===== src/rtl/spike_scheduler_if.sv =====
`default_nettype none
// ============================================================================
// Module      : spike_scheduler_if
// Description : Bundle of the spike scheduler's controller-facing signals.
//               The master modport is the neuron core / controller side that
//               writes events and consumes them; the slave modport is the
//               scheduler FIFO itself.
// Ports       : SPI_GATE_ACTIVITY_sync  - synchronous flush / activity gate
//               CTRL_NEURMEM_CS/WE      - neuron memory write-back strobes
//               CTRL_NEURMEM_ADDR[M]    - neuron address being written back
//               NEUR_EVENT_OUT[7]       - [6] spike, [5:3] rsvd, [2:0] burst-1
//               CTRL_SCHED_POP          - consume one replica of the head
//               SCHED_EMPTY/FULL        - occupancy flags
//               SCHED_DATA_OUT[M]       - head source address (0 when empty)
//               SCHED_BURST_END         - current replica is the last one
//               SCHED_COUNT             - number of stored entries
//               SCHED_OVERFLOW          - sticky "event dropped" flag
// Revision    : 1.0 - initial release
// ============================================================================
interface spike_scheduler_if #(
  parameter int M     = 8,
  parameter int DEPTH = 16
) ();

  logic                     SPI_GATE_ACTIVITY_sync;
  logic                     CTRL_NEURMEM_CS;
  logic                     CTRL_NEURMEM_WE;
  logic [M-1:0]             CTRL_NEURMEM_ADDR;
  logic [6:0]               NEUR_EVENT_OUT;
  logic                     CTRL_SCHED_POP;
  logic                     SCHED_EMPTY;
  logic                     SCHED_FULL;
  logic [M-1:0]             SCHED_DATA_OUT;
  logic                     SCHED_BURST_END;
  logic [$clog2(DEPTH):0]   SCHED_COUNT;
  logic                     SCHED_OVERFLOW;

  modport master (
    output SPI_GATE_ACTIVITY_sync,
    output CTRL_NEURMEM_CS,
    output CTRL_NEURMEM_WE,
    output CTRL_NEURMEM_ADDR,
    output NEUR_EVENT_OUT,
    output CTRL_SCHED_POP,
    input  SCHED_EMPTY,
    input  SCHED_FULL,
    input  SCHED_DATA_OUT,
    input  SCHED_BURST_END,
    input  SCHED_COUNT,
    input  SCHED_OVERFLOW
  );

  modport slave (
    input  SPI_GATE_ACTIVITY_sync,
    input  CTRL_NEURMEM_CS,
    input  CTRL_NEURMEM_WE,
    input  CTRL_NEURMEM_ADDR,
    input  NEUR_EVENT_OUT,
    input  CTRL_SCHED_POP,
    output SCHED_EMPTY,
    output SCHED_FULL,
    output SCHED_DATA_OUT,
    output SCHED_BURST_END,
    output SCHED_COUNT,
    output SCHED_OVERFLOW
  );

endinterface : spike_scheduler_if
`default_nettype wire


===== src/rtl/spike_scheduler.sv =====
`default_nettype none
// ============================================================================
// Module      : spike_scheduler
// Description : Spike event FIFO with burst replication. Every spiking neuron
//               write-back pushes {burst-1, address}; the head entry is then
//               presented burst times (1..8) before being removed. A sticky
//               overflow flag records dropped events, and the activity gate
//               flushes the whole queue synchronously.
// Ports       : CLK         - single clock, rising-edge state updates
//               RSTN_syncn  - asynchronous active-low reset
//               sched       - spike_scheduler_if.slave bundle (see interface)
// Revision    : 1.0 - initial release
// ============================================================================
module spike_scheduler #(
  parameter int N     = 256,  // number of neurons
  parameter int M     = 8,    // neuron address width, log2(N)
  parameter int DEPTH = 16    // FIFO entries, power of two, >= 2
) (
  input  wire logic          CLK,
  input  wire logic          RSTN_syncn,
  spike_scheduler_if.slave   sched
);

  // --------------------------------------------------------------------------
  // Constants
  // --------------------------------------------------------------------------
  localparam int              c_AW        = $clog2(DEPTH);
  localparam int              c_EW        = M + 3;           // burst + address
  localparam logic [c_AW:0]   c_CNT_FULL  = (c_AW+1)'(DEPTH);
  localparam logic [c_AW:0]   c_CNT_ONE   = (c_AW+1)'(1);
  localparam logic [c_AW-1:0] c_PTR_ONE   = c_AW'(1);

  // N is carried implicitly through M; it only documents the neuron space.
  localparam int              c_unused_n  = N;

  // --------------------------------------------------------------------------
  // State
  // --------------------------------------------------------------------------
  logic [c_EW-1:0] r_mem [DEPTH];
  logic [c_AW-1:0] r_wr_ptr;
  logic [c_AW-1:0] r_rd_ptr;
  logic [c_AW:0]   r_count;
  logic [2:0]      r_rcnt;
  logic            r_overflow;

  // --------------------------------------------------------------------------
  // Combinational decode
  // --------------------------------------------------------------------------
  logic            w_gate;
  logic            w_empty;
  logic            w_full;
  logic [c_EW-1:0] w_head;
  logic [2:0]      w_head_burst;
  logic            w_burst_end;
  logic            w_pop_valid;
  logic            w_deq;
  logic            w_push_req;
  logic            w_push;
  logic            w_drop;
  logic [c_EW-1:0] w_entry;
  logic            w_unused_rsvd;

  assign w_gate       = sched.SPI_GATE_ACTIVITY_sync;
  assign w_empty      = (r_count == '0);
  assign w_full       = (r_count == c_CNT_FULL);

  // Head is read asynchronously so a push into an empty queue is visible
  // right after the write edge.
  assign w_head       = r_mem[r_rd_ptr];
  assign w_head_burst = w_head[c_EW-1:M];
  assign w_burst_end  = !w_empty && (r_rcnt == w_head_burst);

  // A pop on an empty queue, or while gated, is a no-op.
  assign w_pop_valid  = sched.CTRL_SCHED_POP && !w_gate && !w_empty;
  assign w_deq        = w_pop_valid && w_burst_end;

  assign w_push_req   = sched.CTRL_NEURMEM_CS && sched.CTRL_NEURMEM_WE &&
                        sched.NEUR_EVENT_OUT[6] && !w_gate;
  // When full, the slot freed by a same-cycle dequeue is reused: wr_ptr equals
  // rd_ptr then, and the old head has already been presented this cycle.
  assign w_push       = w_push_req && (!w_full || w_deq);
  assign w_drop       = w_push_req && w_full && !w_deq;

  assign w_entry      = {sched.NEUR_EVENT_OUT[2:0], sched.CTRL_NEURMEM_ADDR};

  // Reserved event bits carry no meaning here.
  assign w_unused_rsvd = ^sched.NEUR_EVENT_OUT[5:3];

  // --------------------------------------------------------------------------
  // Storage: no reset needed, validity is tracked by the pointers and count.
  // --------------------------------------------------------------------------
  always_ff @(posedge CLK) begin
    if (w_push) begin
      r_mem[r_wr_ptr] <= w_entry;
    end
  end

  // --------------------------------------------------------------------------
  // Pointers, occupancy, replica counter and overflow flag
  // --------------------------------------------------------------------------
  always_ff @(posedge CLK or negedge RSTN_syncn) begin
    if (!RSTN_syncn) begin
      r_wr_ptr   <= '0;
      r_rd_ptr   <= '0;
      r_count    <= '0;
      r_rcnt     <= '0;
      r_overflow <= 1'b0;
    end else if (w_gate) begin
      // Flush: the whole queue and its bookkeeping are discarded.
      r_wr_ptr   <= '0;
      r_rd_ptr   <= '0;
      r_count    <= '0;
      r_rcnt     <= '0;
      r_overflow <= 1'b0;
    end else begin
      if (w_push) begin
        r_wr_ptr <= r_wr_ptr + c_PTR_ONE;
      end

      if (w_deq) begin
        r_rd_ptr <= r_rd_ptr + c_PTR_ONE;
        r_rcnt   <= '0;
      end else if (w_pop_valid) begin
        r_rcnt   <= r_rcnt + 3'd1;
      end

      unique case ({w_push, w_deq})
        2'b10:   r_count <= r_count + c_CNT_ONE;
        2'b01:   r_count <= r_count - c_CNT_ONE;
        default: r_count <= r_count;
      endcase

      if (w_drop) begin
        r_overflow <= 1'b1;
      end
    end
  end

  // --------------------------------------------------------------------------
  // Outputs
  // --------------------------------------------------------------------------
  assign sched.SCHED_EMPTY     = w_empty;
  assign sched.SCHED_FULL      = w_full;
  assign sched.SCHED_DATA_OUT  = w_empty ? '0 : w_head[M-1:0];
  assign sched.SCHED_BURST_END = w_burst_end;
  assign sched.SCHED_COUNT     = r_count;
  assign sched.SCHED_OVERFLOW  = r_overflow;

endmodule : spike_scheduler
`default_nettype wire


===== src/flat_wrapper.sv =====
// flat-port wrapper written by rule: the top's interface ports become plain ports
module spike_scheduler_flat 
#(
  parameter int N     = 256,                      
  parameter int M     = 8,                                    
  parameter int DEPTH = 16                                       
)
  (CLK, RSTN_syncn, sched_SPI_GATE_ACTIVITY_sync, sched_CTRL_NEURMEM_CS, sched_CTRL_NEURMEM_WE, sched_CTRL_NEURMEM_ADDR, sched_NEUR_EVENT_OUT, sched_CTRL_SCHED_POP, sched_SCHED_EMPTY, sched_SCHED_FULL, sched_SCHED_DATA_OUT, sched_SCHED_BURST_END, sched_SCHED_COUNT, sched_SCHED_OVERFLOW);
  spike_scheduler_if #(.M(M), .DEPTH(DEPTH)) sched_i ();
  input  wire logic CLK;
  input  wire logic RSTN_syncn;
  input wire logic [$bits(sched_i.SPI_GATE_ACTIVITY_sync)-1:0] sched_SPI_GATE_ACTIVITY_sync;
  input wire logic [$bits(sched_i.CTRL_NEURMEM_CS)-1:0] sched_CTRL_NEURMEM_CS;
  input wire logic [$bits(sched_i.CTRL_NEURMEM_WE)-1:0] sched_CTRL_NEURMEM_WE;
  input wire logic [$bits(sched_i.CTRL_NEURMEM_ADDR)-1:0] sched_CTRL_NEURMEM_ADDR;
  input wire logic [$bits(sched_i.NEUR_EVENT_OUT)-1:0] sched_NEUR_EVENT_OUT;
  input wire logic [$bits(sched_i.CTRL_SCHED_POP)-1:0] sched_CTRL_SCHED_POP;
  output wire logic [$bits(sched_i.SCHED_EMPTY)-1:0] sched_SCHED_EMPTY;
  output wire logic [$bits(sched_i.SCHED_FULL)-1:0] sched_SCHED_FULL;
  output wire logic [$bits(sched_i.SCHED_DATA_OUT)-1:0] sched_SCHED_DATA_OUT;
  output wire logic [$bits(sched_i.SCHED_BURST_END)-1:0] sched_SCHED_BURST_END;
  output wire logic [$bits(sched_i.SCHED_COUNT)-1:0] sched_SCHED_COUNT;
  output wire logic [$bits(sched_i.SCHED_OVERFLOW)-1:0] sched_SCHED_OVERFLOW;
  assign sched_i.SPI_GATE_ACTIVITY_sync = sched_SPI_GATE_ACTIVITY_sync;
  assign sched_i.CTRL_NEURMEM_CS = sched_CTRL_NEURMEM_CS;
  assign sched_i.CTRL_NEURMEM_WE = sched_CTRL_NEURMEM_WE;
  assign sched_i.CTRL_NEURMEM_ADDR = sched_CTRL_NEURMEM_ADDR;
  assign sched_i.NEUR_EVENT_OUT = sched_NEUR_EVENT_OUT;
  assign sched_i.CTRL_SCHED_POP = sched_CTRL_SCHED_POP;
  assign sched_SCHED_EMPTY = sched_i.SCHED_EMPTY;
  assign sched_SCHED_FULL = sched_i.SCHED_FULL;
  assign sched_SCHED_DATA_OUT = sched_i.SCHED_DATA_OUT;
  assign sched_SCHED_BURST_END = sched_i.SCHED_BURST_END;
  assign sched_SCHED_COUNT = sched_i.SCHED_COUNT;
  assign sched_SCHED_OVERFLOW = sched_i.SCHED_OVERFLOW;
  spike_scheduler #(.N(N), .M(M), .DEPTH(DEPTH)) u_core (.CLK(CLK), .RSTN_syncn(RSTN_syncn), .sched(sched_i));
endmodule

===== config.mk =====
export PLATFORM = sky130hd
export DESIGN_NAME = spike_scheduler_flat
export DESIGN_NICKNAME = d
export VERILOG_FILES = /design/src/rtl/spike_scheduler_if.sv /design/src/rtl/spike_scheduler.sv /design/src/flat_wrapper.sv
export SDC_FILE = /design/constraint.sdc
export NUM_CORES = 1
export LEC_CHECK = 0
export CORE_MARGIN = 4
export CORE_UTILIZATION = 50
export CTS_CLUSTER_SIZE = 16
export DETAILED_ROUTE_END_ITERATION = 12
export PLACE_DENSITY = 0.7
export RECOVER_POWER = 100
export SKIP_LAST_GASP = 1
export SYNTH_ARGS = -nofsm -noshare
export SYNTH_HDL_FRONTEND = slang
export SYNTH_SLANG_ARGS = --single-unit

===== constraint.sdc =====
create_clock -name CLK -period 10.8 [get_ports CLK]
set_clock_uncertainty 0.2 [all_clocks]
set_input_delay 2.7 -clock CLK [delete_from_list [all_inputs] [get_ports CLK]]
set_output_delay 2.7 -clock CLK [all_outputs]
set_load 0.05 [all_outputs]

### After elaboration in Yosys (flattened, before gate mapping)

Memory sizes are Yosys's and may differ from the RTL's.
Index checks and enable logic that the tools add are counted.

* register bits after elaboration: 17
* bits in writable memories: 176
* bits of input ports: 21
* output and inout bits: 17
* logic and storage cells: 50
* memories kept: 1

Memories
* u_core.r_mem: words 16, bits a word 11, read ports 1, clocked after Yosys merged registers in 0, write ports 1, RTL line spike_scheduler.sv:39 `logic [c_EW-1:0] r_mem [DEPTH];`

* add/subtract/negate cells: 5
* eq/ne operators: 4
* muxes and demuxes: 14
* reduce and logical (&&, ||, !) cells: 21

Operator list (count)
* $mux 4: 4
* $logic_and 1x1->1: 10
* $pmux 5 s2: 1
* $mux 3: 3
* $add 4x1->4 const B: 2
* $mux 8: 1
* $reduce_bool 2->1: 3
* $reduce_bool 3->1: 2
* $add 5x1->5 const B: 1
* $eq 5x5->1 const B: 1
* $logic_not 5->1: 1
* $mux 5: 1
* $sub 5x1->5 const B: 1
* $logic_not 1->1: 4
* $mux 1: 4
* $add 3x1->3 const B: 1
* $eq 3x3->1: 1
* $eq 2x1->1 const B: 1
* $eq 2x2->1 const B: 1
* $logic_or 1x1->1: 1

### Logic depth before layout (Yosys ltp)

Gate-level depths: netlist of run 1.

* depth after elaboration: 9
* depth in mapped cells: 17
* depth with buffers taken out: 14

### Worst setup path before layout of run 1

No wires, ideal clock.

* path type: register -> output
* start: register u_core.r_rd_ptr[0]
* end: output port sched_SCHED_DATA_OUT[0]
* data arrival time: 3163 ps
* required time: 7900 ps
* path slack: 4737 ps
* stages on the path, launching flop included: 9
* buffers on the path: 4
* cells stage by stage: dfrtp_1 > buf_2 > buf_2 > buf_2 > buf_1 > mux2i_1 > o221ai_1 > o22ai_1 > a211oi_1

* word-level cells in the longest chain between the ends: 2

RTL lines
* start, declared: RTL line spike_scheduler.sv:41 `logic [c_AW-1:0] r_rd_ptr;`
* start signal, assigned: RTL line spike_scheduler.sv:121 `r_rd_ptr <= r_rd_ptr + c_PTR_ONE;`
* $mem_v2 16x11
* $mux 8: RTL line spike_scheduler.sv:144 `assign sched.SCHED_DATA_OUT = w_empty ? '0 : w_head[M-1:0];`
* end, declared: RTL line flat_wrapper.sv:20 `output wire logic [$bits(sched_i.SCHED_DATA_OUT)-1:0] sched_SCHED_DATA_OUT;`

No other way between the ends.

### Worst setup path in the final report of run 1

* start: register u_core.r_rd_ptr[1]
* end: output port sched_SCHED_DATA_OUT[6]

The elaborated chain is that of the path after synthesis.

==> summary.txt, run 1 <==
Outcome
  • Status: complete, but fails checks
  • Failing checks: capacitance limit, slew limit

Layout
  • Share of layout cells above drive strength 1: 0.119
  • Layout Nets: 540
  • Finished Cell Area: 9220 sq um
  • Diode count: 0
  • FILL cells: 1,252
  • Layout area overhead: 13.6%
  • Layout Cells excl Fill: 738

Clock network
  • CTS resizes: 0
  • Htree depth: 4
  • Post-CTS setup buffer count: 0
  • CTS Hold Bufs: 0
  • TritonCTS clock tree: built
  • Clock-pin transition on the worst setup and hold timing paths: around 0.070 ns
  • Worst-skew pair later-pin latency: 0.43 ns
  • CTS root buf: clkbuf_16
  • Clock Sink Count: between 150 and 200
  • CTS max path bufs: 2
  • TritonCTS Buffers: 17

Yosys
  • Top FF cell, synth: edfxtp_1
  • Top-count cell post-synth: edfxtp_1
  • Yosys top cell by area: edfxtp_1
  • Synthesized area: 8120 sq um
  • Cells after synthesis: 472
  • Top cells by count, synth: edfxtp_1 (176), mux2i_1 (44), mux4_2 (27)
  • Synthesized flop and latch total: between 150 and 200
  • Top cells by area, synth: edfxtp_1 (65%), mux4_2 (7.5%), mux2i_1 (5.4%), dfrtp_1 (5.2%), o221ai_1 (1.7%)
  • Yosys warning count: 0
  • Average cell area after synthesis: 17.2 sq um
  • Syn_nets: 503
  • Post-synth top area share: 0.651
  • Async SR Flop Fraction: 0.0881
  • EDFF count, synth: 176
  • Post-synthesis sequential area ratio: 0.703
  • Synth unique cells: 52

Setup path
  • Worst-path maximum fanout: 34
  • Type of element launching the critical path: flip-flop
  • Worst EP required: 7.90 ns
  • Max stage delay on crit path: between 1.5 and 2 ns
  • Critical path class: reg2out
  • Delay-heaviest family, CP: buffers and inverters
  • WP data arrival: between 5 and 6 ns
  • Worst Setup End Kind: output port
  • Setup slack, reg-to-reg: 3.55 ns
  • CP Buf/Inv Count: 2
  • CP Cell Sequence: clkbuf_1 > nand2_1 > o221ai_1 > o22ai_1 > a211oi_1 > dlygate4sd3_1
  • CP max stage cell: clkbuf_1

Route
  • DR WL/cell: 22.4 um
  • DRC errors left: 0
  • DRT iter0 DRCs: about 430
  • Antenna-violating nets left: 0
  • DR vias/cell: 5.95
  • Drt pass-1 iters: 5
  • Post-detailed-routing wire length: 16.5 mm
  • Total number of vias: 4,390

Timing
  • Worst slew margin: -0.523
  • Setup TNS: 0 ns
  • Hold slack: 0.293 ns
  • RSZ-0062 raised after global routing: false
  • Fmax: 0.119 GHz
  • Period utilization: 0.778
  • Count of pins over their slew limit: 47
  • Final Hold Fails: 0
  • Final setup viols: 0
  • Final min period: 8.40 ns
  • Worst-Margin Slew: 2.29 ns

Place
  • DP Area: 8730 sq um
  • PortBufs: 34
  • Post-detail-place hpwl: around 10 mm
  • Placed Cells: 706
  • RD Place Congestion: 0.816

Min path
  • Min-delay worst type: reg2reg

Power and ir drop
  • Pleak: 2.93 nW
  • Power density over cell area: 159 nW/um^2
  • Worst ir drop on vdd: a little over 0.0001 V
  • Tot Pwr: about 0.0015 W

Flow run
  • Max Cap Viol: 2

Die
  • Core box area: 15,900 sq um
  • FP Rows: 46
  • Io pins: 38
  • Die W: approximately 140 um
  • Initial Utilization: 0.511
  • Die height: 135 um
  • Die area: 18,300 sq um

Global route
  • All-Layer GR Usage: 0.191
  • Initial antenna violation count: 0
  • First-pass GRT wire length: 25.6 mm
  • GRT overflow: 0
  • Pin count of the biggest net entering global routing: 63
  • Vias in the first global route: about 4,300
[cell usage in the layout (no fill, tap or decap), types with 15 or more instances in the layout]
cell	synthesis	layout
edfxtp_1	176	176
mux2i_1	44	44
dlygate4sd3_1	0	29
mux4_2	27	27
nand2_1	23	23
clkbuf_16	0	17
clkbuf_1	17	17
o221ai_1	16	16
dfrtp_1	17	16
nor2_1	15	15
[flip-flops by register name, indices dropped and copies added, names as in the netlist]
name	cells
u_core.sched.SCHED_OVERFLOW	1
u_core.r_rd_ptr	4
u_core.r_wr_ptr	4
u_core.sched.SCHED_COUNT	5
u_core.r_mem	176
u_core.r_rcnt	3
[kinds of logic (layout without fill, tap and decap cells)]
family,Yosys count,after routing,share of synthesized area
flip-flops,193,193,0.703
AND/OR/NAND/NOR,83,83,0.0576
multiplexers,72,72,0.131
AO/OA/AOI/OAI,67,67,0.0632
buffers and inverters,39,89,0.0202
adder cells (fa/ha/maj),10,10,0.0163
XOR/XNOR,8,8,0.00863
[worst paths after layout]
path / from / endpoint / cells past startpoint
setup / recovery: u_core.r_rd_ptr[1]$_DFFE_PN0P_ / sched_SCHED_DATA_OUT[6] / 6
hold / removal: u_core.sched.SCHED_OVERFLOW$_DFFE_PN0P_ / u_core.sched.SCHED_OVERFLOW$_DFFE_PN0P_ / 1
setup reg to reg: u_core.r_rd_ptr[1]$_DFFE_PN0P_ / u_core.r_mem[7][9]$_DFFE_PP_ / 9
hold reg to reg: u_core.sched.SCHED_OVERFLOW$_DFFE_PN0P_ / u_core.sched.SCHED_OVERFLOW$_DFFE_PN0P_ / 1
max in group asynchronous: RSTN_syncn / u_core.r_rd_ptr[0]$_DFFE_PN0P_ / 1
min in group asynchronous: RSTN_syncn / u_core.sched.SCHED_COUNT[2]$_DFFE_PN0P_ / 1
[stage by stage]
step	util	worst slack (ns)
after floorplan	-	4.74
after global placement	0.549	4.12
after detailed placement	0.549	4.12
after CTS	0.585	3.66
after global routing	0.580	2.03
final	0.580	2.40
[layer usage]
| metal | up-vias | share of wire | global-route usage |
|---|---|---|---|
| met2 | 117 | 0.50 | 0.298 |
| met4 | 0 | 0.021 | 0.0817 |
| met1 | 2272 | 0.43 | 0.267 |
| met3 | 23 | 0.046 | 0.0338 |
| li1 | 1978 | - | - |
| met5 | - | 0 | 0 |
[layout make-up]
type	instances	area (sq um)	share of cell area
timing repair buffer	47	389	0.0422
clock buffer	21	440	0.0478
clock inverter	11	129	0.0140
inverter	10	37.5	0.00407
tap	216	270	0.0293
multi-input combinational	240	2240	0.243
sequential	193	5710	0.620
[power breakdown]
part	leakage [nW]	internal, W	switching (W)	total [W]
clock	0.272	0.000343	0.000265	0.000608
combinational	0.840	0.0000113	0.0000243	0.0000355
sequential	1.82	0.000816	0.00000178	0.000818
total	2.93	0.00117	0.000291	0.00146
Power figures use the tool's default switching activity.
==> run 2: changes to the inputs <==
Settings changed: PLACE_DENSITY 0.7 to 0.73.
Clock period 10.8 ns to 6.82 ns, I/O delays scaled along.
==> run 2 against run 1 <==
Effect of this change: the run still ends with capacitance limit, slew limit left; hold slack worse by 0.0040 ns; total power up 60%; sequential power rose by 58%; global-route usage grew 0.13 points; final cell count decreased by 0.14%; die area did not move; sequential cell count stayed put; first-iteration DRC count up 32%; critical path type unchanged.
==> summary.txt, run 2 (synthesis results as in run 1) <==
Setup path
  • Max stage delay on crit path: 0.92 ns
  • Worst EP required: about 5 ns
  • Worst Setup End Kind: output port
  • CP endpoint: sched_SCHED_BURST_END
  • Delay-heaviest family, CP: buffers and inverters
  • Worst setup path startpoint: u_core.r_rd_ptr[1]$_DFFE_PN0P_
  • CP Buf/Inv Count: 2
  • Critical R2R Capture: u_core.r_mem[8][4]$_DFFE_PP_
  • WP data arrival: between 4 and 5 ns
  • Type of element launching the critical path: flip-flop
  • Worst reg2reg path depth: 9
  • CP max stage cell: dfrtp_1
  • Critical path class: reg2out
  • Crit Reg-Reg Startpoint: u_core.r_rd_ptr[1]$_DFFE_PN0P_
  • Setup slack, reg-to-reg: 0.72 ns
  • Worst path depth: 8
  • CP Cell Sequence: buf_4 > mux4_2 > nand2_1 > and3_1 > or4_1 > a21oi_1 > nor2b_1 > dlygate4sd3_1
  • Worst-path maximum fanout: 18

Timing
  • Period utilization: 0.897
  • Setup TNS: 0 ns
  • Final Hold Fails: 0
  • Final min period: 6.12 ns
  • Final setup viols: 0
  • Worst slew margin: -0.342
  • Worst-Margin Slew: around 2 ns
  • Count of pins over their slew limit: 16
  • Fmax: 0.163 GHz
  • RSZ-0062 raised after global routing: false

Global route
  • Initial antenna violation count: 0
  • First-pass GRT wire length: approximately 26 mm
  • All-Layer GR Usage: 0.192
  • Pin count of the biggest net entering global routing: 36
  • GRT overflow: 0
  • Vias in the first global route: 4,418

Clock network
  • Htree depth: 4
  • Clock-pin transition on the worst setup and hold timing paths: around 0.070 ns
  • Worst-skew pair later-pin latency: 0.43 ns
  • CTS Hold Bufs: 0
  • CTS root buf: clkbuf_16
  • Post-CTS setup buffer count: 0
  • Clock Sink Count: 193
  • CTS max path bufs: 2
  • TritonCTS Buffers: 17
  • TritonCTS clock tree: built
  • CTS resizes: 0

Power and ir drop
  • Pleak: roughly 3.0 nW
  • Power density over cell area: 252 nW/um^2
  • Worst ir drop on vdd: 0.000163 V

Die
  • Core box area: 15,900 sq um
  • Die height: 135 um
  • Io pins: 38
  • Die W: 135 um
  • Initial Utilization: 0.511
  • Die area: 18,300 sq um
  • FP Rows: 46

Layout
  • Top reg by flops: u_core.r_mem
  • Layout area overhead: 14.2%
  • Share of layout cells above drive strength 1: 0.144
  • Most common cell after layout, fill and taps aside: edfxtp_1
  • Diode count: 0
  • Commonest non-fill, non-tap cells in the layout: edfxtp_1 (176), mux2i_1 (44), dlygate4sd3_1 (29), mux4_2 (27), nand2_1 (23)
  • Max FFs per register: 176
  • Layout Nets: roughly 540
  • Core Util, Final: 0.583
  • Finished Cell Area: between 9000 and 10,000 sq um
  • FILL cells: 1,229

Route
  • Post-detailed-routing wire length: 16.3 mm
  • DR WL/cell: 22.2 um
  • DRT iter0 DRCs: 568
  • Total number of vias: 4,437
  • Drt pass-1 iters: 7
  • Antenna-violating nets left: 0
  • DRC errors left: 0
  • DR vias/cell: about 6.0

Place
  • DP Area: around 8700 sq um
  • PortBufs: 34
  • RD Place Congestion: 0.822
  • Post-detail-place hpwl: ~10 mm

Outcome
  • Failing checks: capacitance limit, slew limit
  • Status: complete, but fails checks

Flow run
  • Max Cap Viol: 1

Min path
  • Min-delay worst type: reg2reg
-- run 2: cell type report --
type                       instances  area (sq um)  share of cell area
multi-input combinational        240          2240               0.242
clock inverter                    13           151              0.0163
inverter                          10          37.5             0.00405
sequential                       193          5710               0.617
tap                              216           270              0.0292
clock buffer                      19           433              0.0467
timing repair buffer              46           419              0.0452
-- run 2: metal layers --
metal | track usage | wire length [um]
met5 | 0 | 0
met4 | 0.0521 | 170
met3 | 0.0409 | 925
met2 | 0.303 | 8190
met1 | 0.275 | 7040
-- run 2: how the worst min path moves through the flow --
stage	startpoint	to	cells past startpoint	slack, ns
floorplan	u_core.r_wr_ptr[1]$_DFFE_PN0P_	u_core.r_wr_ptr[1]$_DFFE_PN0P_	1	0.34
global placement	u_core.sched.SCHED_OVERFLOW$_DFFE_PN0P_	u_core.sched.SCHED_OVERFLOW$_DFFE_PN0P_	1	0.28
detailed placement	u_core.sched.SCHED_OVERFLOW$_DFFE_PN0P_	u_core.sched.SCHED_OVERFLOW$_DFFE_PN0P_	1	0.27
CTS	u_core.sched.SCHED_OVERFLOW$_DFFE_PN0P_	u_core.sched.SCHED_OVERFLOW$_DFFE_PN0P_	1	0.30
global route	u_core.sched.SCHED_OVERFLOW$_DFFE_PN0P_	u_core.sched.SCHED_OVERFLOW$_DFFE_PN0P_	1	0.33
finish	u_core.sched.SCHED_OVERFLOW$_DFFE_PN0P_	u_core.sched.SCHED_OVERFLOW$_DFFE_PN0P_	1	0.29
-- run 2: through the flow --
step	setup slack (ns)	cells	total power [W]	hold slack, ns
5_1_grt	0.318	737	0.00241	0.334
2_1_floorplan	1.75	472	0.00134	0.343
3_5_place_dp	1.24	705	0.00138	0.273
6_report	0.699	737	0.00233	0.289
4_1_cts	0.759	737	0.00235	0.304
3_3_place_gp	1.31	705	0.00138	0.277
-- run 2: worst register-to-register path: stages, from the launching register on --
cell and delay (ns):
dfrtp_1 0.92, buf_4 0.42, mux4_2 0.27, nand2_1 0.08, and3_1 0.18, or4_1 0.56, a211oi_1 1.54, o21ai_2 0.51
nor4bb_2 0.82, buf_4 0.30
-- run 2: power breakdown --
part | switching, W | total (W) | internal [W] | leakage, nW
sequential | 0.00000238 | 0.00129 | 0.00129 | 1.82
clock | 0.000434 | 0.000983 | 0.000549 | 0.283
combinational | 0.0000389 | 0.0000567 | 0.0000177 | 0.879
total | 0.000475 | 0.00233 | 0.00186 | 2.98
==> run 3: changes to the inputs <==
Settings changed: CORE_UTILIZATION 50 to 43, PLACE_DENSITY 0.73 to 0.64.
==> run 3 against run 2 <==
Effect of this change: the flow still finishes with violations (capacitance limit, slew limit); non-clock buffer count up 2; worst setup slack worse by 0.058 ns; combinational power about the same; fmax down 0.93%; via count down 2.3%; total power up 3.0%; sequential power about the same; sequential share of layout area down 0.27 points; register-to-register slack better by 0.02 ns; first-iteration DRC count down 46%.
==> summary.txt, run 3 (synthesis results as in run 1) <==
Outcome
  • Status: complete, but fails checks
  • Failing checks: capacitance limit, slew limit

Place
  • Post-detail-place hpwl: 10.3 mm
  • PortBufs: 34
  • DP Area: approximately 8800 sq um
  • RD Place Congestion: 0.834

Setup path
  • Worst EP required: 4.91 ns
  • Critical path class: reg2out
  • Type of element launching the critical path: flip-flop
  • Worst Setup End Kind: output port
  • WP data arrival: 4.27 ns
  • Worst-path maximum fanout: 32

Timing
  • Final min period: between 6 and 7 ns
  • Setup TNS: 0 ns
  • Count of pins over their slew limit: 15
  • Worst slew margin: -0.192
  • Final setup viols: 0
  • Hold slack: roughly 0.28 ns
  • RSZ-0062 raised after global routing: false
  • Worst-Margin Slew: 1.78 ns
  • Period utilization: 0.906
  • Final Hold Fails: 0
  • Fmax: ~0.16 GHz

Power and ir drop
  • Tot Pwr: 0.00240 W
  • Internal power: 0.00193 W
  • Sw Ratio: 0.196
  • Clock group share of total power: 0.438
  • Pleak: ~3.0 nW
  • Worst ir drop on vdd: 0.000201 V
  • Power density over cell area: 258 nW/um^2
  • Flop pwr share: 0.538
  • Combinational cell fraction of total power: 0.023
  • Psw: 0.000471 W

Layout
  • Share of layout cells above drive strength 1: 0.130
  • Layout Nets: 541
  • Top reg by flops: u_core.r_mem
  • Max FFs per register: 176
  • Diode count: 0
  • Commonest non-fill, non-tap cells in the layout: edfxtp_1 (176), mux2i_1 (44), mux4_2 (27), dlygate4sd3_1 (27), nand2_1 (23)
  • Register area: 5710 sq um
  • FILL cells: 1,483
  • Area of the multi-input gates: 2230 sq um
  • Core Util, Final: 0.509
  • Layout area overhead: 14.7%
  • Finished Cell Area: 9310 sq um
  • Most common cell after layout, fill and taps aside: edfxtp_1

Clock network
  • Htree depth: 4
  • CTS resizes: 0
  • Worst-skew pair later-pin latency: ~0.42 ns
  • Clock Sink Count: 193
  • Post-CTS setup buffer count: 0
  • CTS Hold Bufs: 0
  • TritonCTS clock tree: built
  • Clock-pin transition on the worst setup and hold timing paths: 0.07 ns
  • TritonCTS Buffers: 17
  • CTS root buf: clkbuf_16
  • CTS max path bufs: 2

Die
  • Die W: 145 um
  • Initial Utilization: 0.444
  • FP Rows: 49
  • Die area: 21,100 sq um
  • Die height: about 150 um
  • Core box area: 18,300 sq um
  • Io pins: 38

Global route
  • Vias in the first global route: 4,370
  • All-Layer GR Usage: 0.160
  • Pin count of the biggest net entering global routing: 33
  • Initial antenna violation count: 0
  • First-pass GRT wire length: approximately 25 mm
  • GRT overflow: 0

Route
  • Drt pass-1 iters: 5
  • DR WL/cell: 21.8 um
  • DR vias/cell: 5.76
  • Antenna-violating nets left: 0
  • DRC errors left: 0
  • DRT iter0 DRCs: 308
  • Total number of vias: ~4,300
  • Post-detailed-routing wire length: 16.4 mm

Min path
  • Min-delay worst type: reg2reg

Flow run
  • Max Cap Viol: 1
run 3: changes by cell type in the layout (fill, tap and decap cells not counted), moves of 2 or more:
cell,before,now
clkbuf_1,5,13
buf_4,9,2
bufinv_16,2,4
nor3b_2,2,0
inv_6,4,1
nor3b_1,0,2
clkdlybuf4s50_1,5,7
dlygate4sd3_1,29,27
run 3: cell type report:
cell class / instances / share of cell area
Sequential cell: 193 / 0.614
Timing Repair Buffer: 48 / 0.0432
Inverter: 10 / 0.00403
Tap cell: 229 / 0.0308
Clock inverter: 13 / 0.0215
Multi-Input combinational cell: 240 / 0.240
Clock buffer: 19 / 0.0465
run 3: worst max-delay path, cell delays in order (launching register included):
cell and delay, ns:
dfrtp_4 0.83, clkbuf_2 0.94, mux2i_1 0.18, o221ai_1 0.39
o22ai_1 0.16, a211oi_1 0.38, dlygate4sd3_1 0.95
run 3: per-stage QoR:
step           worst slack (ns)  std cells
2_1_floorplan              1.75        472
3_3_place_gp               1.30        720
3_5_place_dp               1.22        720
4_1_cts                   0.758        752
5_1_grt                   0.334        752
6_report                  0.642        752
run 3: metal layers:
layer | part of all wire | track usage | vias to the layer above
li1 | - | - | 1970
met3 | 0.035 | 0.0321 | 22
met1 | 0.47 | 0.222 | 2263
met5 | 0 | 0 | -
met2 | 0.48 | 0.256 | 78
met4 | 0.016 | 0.0541 | 0
run 3: final timing paths:
check / start / end / slack [ns] / depth (start not counted)
max: u_core.r_rd_ptr[0]$_DFFE_PN0P_ / sched_SCHED_DATA_OUT[5] / 0.64 / 6
min: u_core.sched.SCHED_OVERFLOW$_DFFE_PN0P_ / u_core.sched.SCHED_OVERFLOW$_DFFE_PN0P_ / 0.28 / 1
max reg2reg: u_core.r_rd_ptr[1]$_DFFE_PN0P_ / u_core.r_mem[7][9]$_DFFE_PP_ / 0.74 / 10
min reg2reg: u_core.sched.SCHED_OVERFLOW$_DFFE_PN0P_ / u_core.sched.SCHED_OVERFLOW$_DFFE_PN0P_ / 0.28 / 1
max in group asynchronous: RSTN_syncn / u_core.r_rd_ptr[0]$_DFFE_PN0P_ / 4.24 / 1
min in group asynchronous: RSTN_syncn / u_core.r_rd_ptr[1]$_DFFE_PN0P_ / 1.61 / 1
run 3: power by group through the flow:
stage / logic, W / registers, W / clock network (W)
floorplan: 0.0000239 / 0.00132 / 0
global placement: 0.0000568 / 0.00132 / 0
detailed placement: 0.0000597 / 0.00132 / 0
CTS: 0.0000598 / 0.00130 / 0.00107
global route: 0.0000618 / 0.00129 / 0.00112
finish: 0.0000564 / 0.00129 / 0.00105
